<file path="src/rtl/sram_port_arbiter.sv">
// Single-port SRAM arbiter between fetch (inst) and data requesters; data wins by default.
// Optional fetch starvation guard enabled by defining SRAM_ARB_STARVE_GUARD_EN.
module sram_port_arbiter #(
  parameter int unsigned ADDR_W       = 32,
  parameter int unsigned DATA_W       = 32,
  parameter int unsigned STARVE_LIMIT = 4
) (
  input  logic              clk,
  input  logic              reset,
  input  logic              inst_req,
  input  logic [ADDR_W-1:0] inst_addr,
  output logic              inst_addr_ok,
  output logic              inst_data_ok,
  output logic [DATA_W-1:0] inst_rdata,
  input  logic              data_req,
  input  logic              data_wr,
  input  logic [3:0]        data_wstrb,
  input  logic [ADDR_W-1:0] data_addr,
  input  logic [DATA_W-1:0] data_wdata,
  output logic              data_addr_ok,
  output logic              data_data_ok,
  output logic [DATA_W-1:0] data_rdata,
  output logic              sram_en,
  output logic [3:0]        sram_we,
  output logic [ADDR_W-1:0] sram_addr,
  output logic [DATA_W-1:0] sram_wdata,
  input  logic [DATA_W-1:0] sram_rdata
);

  if (STARVE_LIMIT < 1) begin : g_bad_starve_limit
    $error("sram_port_arbiter: STARVE_LIMIT must be >= 1");
  end

  logic grant_i;
  logic grant_d;
  logic starved;
  logic resp_valid;
  logic resp_owner;
  logic resp_wr;

`ifdef SRAM_ARB_STARVE_GUARD_EN
  localparam int unsigned CNT_W = $clog2(STARVE_LIMIT + 1);

  logic [CNT_W-1:0] starve_cnt;

  assign starved = inst_req && (starve_cnt == CNT_W'(STARVE_LIMIT));

  // Counts consecutive cycles fetch is denied; saturates at the limit.
  always_ff @(posedge clk) begin
    if (reset) begin
      starve_cnt <= '0;
    end else if (!inst_req || grant_i) begin
      starve_cnt <= '0;
    end else if (starve_cnt != CNT_W'(STARVE_LIMIT)) begin
      starve_cnt <= starve_cnt + CNT_W'(1);
    end
  end
`else
  assign starved = 1'b0;
`endif

  // A starved fetch overrides the normal data-first priority for one cycle.
  always_comb begin
    grant_i = 1'b0;
    grant_d = 1'b0;
    if (!reset) begin
      if (starved) begin
        grant_i = 1'b1;
      end else begin
        grant_d = data_req;
        grant_i = inst_req & ~data_req;
      end
    end
  end

  assign inst_addr_ok = grant_i;
  assign data_addr_ok = grant_d;

  assign sram_en    = grant_i | grant_d;
  assign sram_addr  = grant_d ? data_addr : inst_addr;
  assign sram_we    = (grant_d & data_wr) ? data_wstrb : 4'b0000;
  assign sram_wdata = data_wdata;

  // One access in flight at most; remember who owns the next-cycle response.
  always_ff @(posedge clk) begin
    if (reset) begin
      resp_valid <= 1'b0;
      resp_owner <= 1'b0;
      resp_wr    <= 1'b0;
    end else begin
      resp_valid <= grant_i | grant_d;
      resp_owner <= grant_d;
      resp_wr    <= grant_d & data_wr;
    end
  end

  // Gating with reset drops a response whose cycle coincides with reset.
  assign inst_data_ok = resp_valid & ~resp_owner & ~reset;
  assign data_data_ok = resp_valid &  resp_owner & ~reset;

  assign inst_rdata = sram_rdata;
  assign data_rdata = resp_wr ? '0 : sram_rdata;

endmodule

</file>
<file path="config.mk">
export PLATFORM = sky130hd
export DESIGN_NAME = sram_port_arbiter
export DESIGN_NICKNAME = d
export VERILOG_FILES = /design/src/rtl/sram_port_arbiter.sv
export SDC_FILE = /design/constraint.sdc
export NUM_CORES = 1
export LEC_CHECK = 0
export ABC_AREA = 1
export CAP_MARGIN = 20
export CORE_AREA = 2 2 107 109
export DETAILED_ROUTE_END_ITERATION = 10
export DIE_AREA = 0 0 109 111
export GPL_TIMING_DRIVEN = 0
export RECOVER_POWER = 100
export SKIP_LAST_GASP = 1
export SLEW_MARGIN = 15
export SYNTH_ARGS = -nofsm -noshare
export SYNTH_HDL_FRONTEND = slang
export SYNTH_SLANG_ARGS = --single-unit
</file>
<file path="constraint.sdc">
create_clock -name clk -period 1.3 [get_ports clk]
set_input_delay 0.325 -clock clk [delete_from_list [all_inputs] [get_ports clk]]
set_output_delay 0.325 -clock clk [all_outputs]
set_load 0.05 [all_outputs]
</file>
==> results.md <==
- Worst setup path class: in2out
- Startpoint types: primary input
- Leakage: 2.691 nW
- Met3 wire len: 1078 um
- Final worst slack: -187.5 ps
- Hold slack final: 363.7 ps
- DR DRC count: 0
- Layout area overhead: 264.2%
- Yosys reg bits: 3
- Via density: 3.782
- M1 WL: 2731 um
- Initial Utilization: 0.1268
- Final WL: 8656 um
- Critical Path Start: reset
- Minimum clock period: 1487 ps
- Top cells by area, synth: buf_4 36%, nand2_1 18%, nand3_1 12%
- Cts hold-fix bufs: 0
- Routed len/inst: 12.82 um
- Power per Cell Area: 609.4 nW/um2
- Clock Path Buffers: 2
- Most common cell after layout, fill and taps aside: dlygate4sd2_1
- CTS tree: built
- Yosys top cell area share: 0.3633
- FF/Latch Area: 65.06 um2
- Antenna cells: 0
- Max layer used: met4
- First-pass GRT wire length: 12620 um
- Port bufs: 240
- Congestion Overflow GR: 0
- Die width: 109 um
- Slew Limit Fails: 0
- Syn. warnings: 0
- Global placer's final weighted congestion: 0.7660
- CP Data Required Time: 980 ps
- Overall die height: 111 um
- Seq/Total Area, Yosys: 0.04274
- Syn avg cell area: 5.363 um2
- Worst vdd ir: 343.4 uV
- Ratio of cells with drive above 1 in the final layout: 0.6447
- Synthesized cell area: 1405 um2
- Largest net degree at the start of global routing: 11
- DR WL met2: 4763 um
- Core footprint: 11080 um2
- RSZ-0062 raised after global routing: yes
- Vias: 2553
- HP Class: in2reg
- Nets@finish: 670
- Io pins: 274
- Std cell rows: 39
- Pre-CTS setup slack: -1351 ps
- Initial DRC Count: 34
- Overall Global Routing Usage: 0.1295
- Worst-path maximum fanout: 5
- Fillers: 1120
- Routed Antenna Nets: 0
- Crit path to: sram_addr[26]
- Area of the multi-input gates: 1217 um2
- CP Capture Type: primary output
- Worst Tran Pin Value: 501.7 ps
- Slew HR: 0.6669
- # setup viols final: 68
- Vias in the first global route: 2590
- Hpwl dp: 6524 um
- CTS Sinks: 3
- Number of distinct library cells after synthesis: 14
- TritonCTS Buffers: 3
- Failing checks: setup timing
- Antenna violations before repair: 0
- FMAX: 0.6723 GHz
- Syn Nets: 399
- Final hold vios: 0
- H-tree depth: 1
- Synth Instances: 262
- Max-cap violations: 0
- Root buf cell: clkbuf_16
- Clk slew on worst S/H paths: 30 ps
- TNS Setup: -7294 ps
- Commonest non-fill, non-tap cells in the layout: 116 x dlygate4sd2_1, 77 x buf_4, 48 x nand2_2, 45 x buf_8, 40 x buf_6
- Final period util: 1.144
- Die Footprint: 12100 um2
- Area leader, netlist: buf_4
- Outcome: finished with violations
- Power Total: 0.003118 W
- DRT Pass-1 Iters: 4
- Worst EP arrival: 1160 ps
[layout make-up]
class                      count  area share
timing repair buffer         267      0.5377
multi-input combinational    141      0.2379
buffer                        75      0.1274
tap                          143     0.03496
inverter                      41     0.03252
clock buffer                   4     0.01540
sequential                     3     0.01271
timing repair inverter         1    0.001467
[through the flow]
stage	instances	util	instance area, um2
2_1_floorplan	262	-	1543
3_3_place_gp	645	0.3723	4124
3_5_place_dp	645	0.3723	4124
4_1_cts	668	0.4446	4925
5_1_grt	675	0.4620	5117
6_report	675	0.4620	5117
[metal layers]
metal / track usage / vias to the layer above
li1: - / 1251
met1: 0.1225 / 1147
met2: 0.2600 / 149
met3: 0.03880 / 6
met4: 0.03333 / 0
met5: 0 / -
[critical path: stages]
cell	delay, ps
buf_12	100
clkinv_8	60
buf_12	140
buf_12	120
buf_8	130
nand3_2	80
nand2_2	60
buf_8	140
[timing repair]
action                                  in CTS  in global routing
endpoints found under the setup margin     137                 73
buffers inserted                             9                 12
resized for setup                          958                 52
pin swaps                                  109                 30
cloned                                      10                  1
[sequential cells by signal, summed over array words and instances (netlist names)]
register	flops
resp_owner	1
resp_valid	1
resp_wr	1
[cell families (layout without fill, tap and decap cells)]
logic type / count (synthesis) / after routing / synth area share
and+or+nand+nor: 139 / 139 / 0.4132
AOI/OAI and AO/OA: 2 / 2 / 0.01068
DFF: 3 / 3 / 0.04274
buffers and inverters: 118 / 388 / 0.5334
[worst min-delay path by stage]
stage | slack, ps | start | cells past startpoint | end
after CTS | 430 | data_req | 2 | resp_valid
after global routing | 390 | inst_req | 2 | resp_valid
after detailed placement | 650 | data_req | 2 | resp_valid
after floorplan | 440 | inst_req | 1 | resp_valid
final | 360 | inst_req | 2 | resp_valid
after global placement | 660 | data_req | 2 | resp_valid
[synthesized netlist by cell type]
cell type / count
nor2_1: 38
dfxtp_1: 3
nand3_1: 33
buf_2: 3
inv_1: 40
o21a_1: 2
buf_4: 68
nand2_1: 66
clkbuf_4: 1
buf_6: 4
nand2_8: 1
nor3_1: 1
buf_8: 1
inv_4: 1
[power breakdown]
group | total (W) | internal, W | switching (W)
Sequential | 0.000107 | 0.0000972 | 0.00000986
Combinational | 0.00253 | 0.00104 | 0.00148
Clock | 0.000485 | 0.000404 | 0.0000805
No activity file was read; power rests on OpenSTA's default activity.
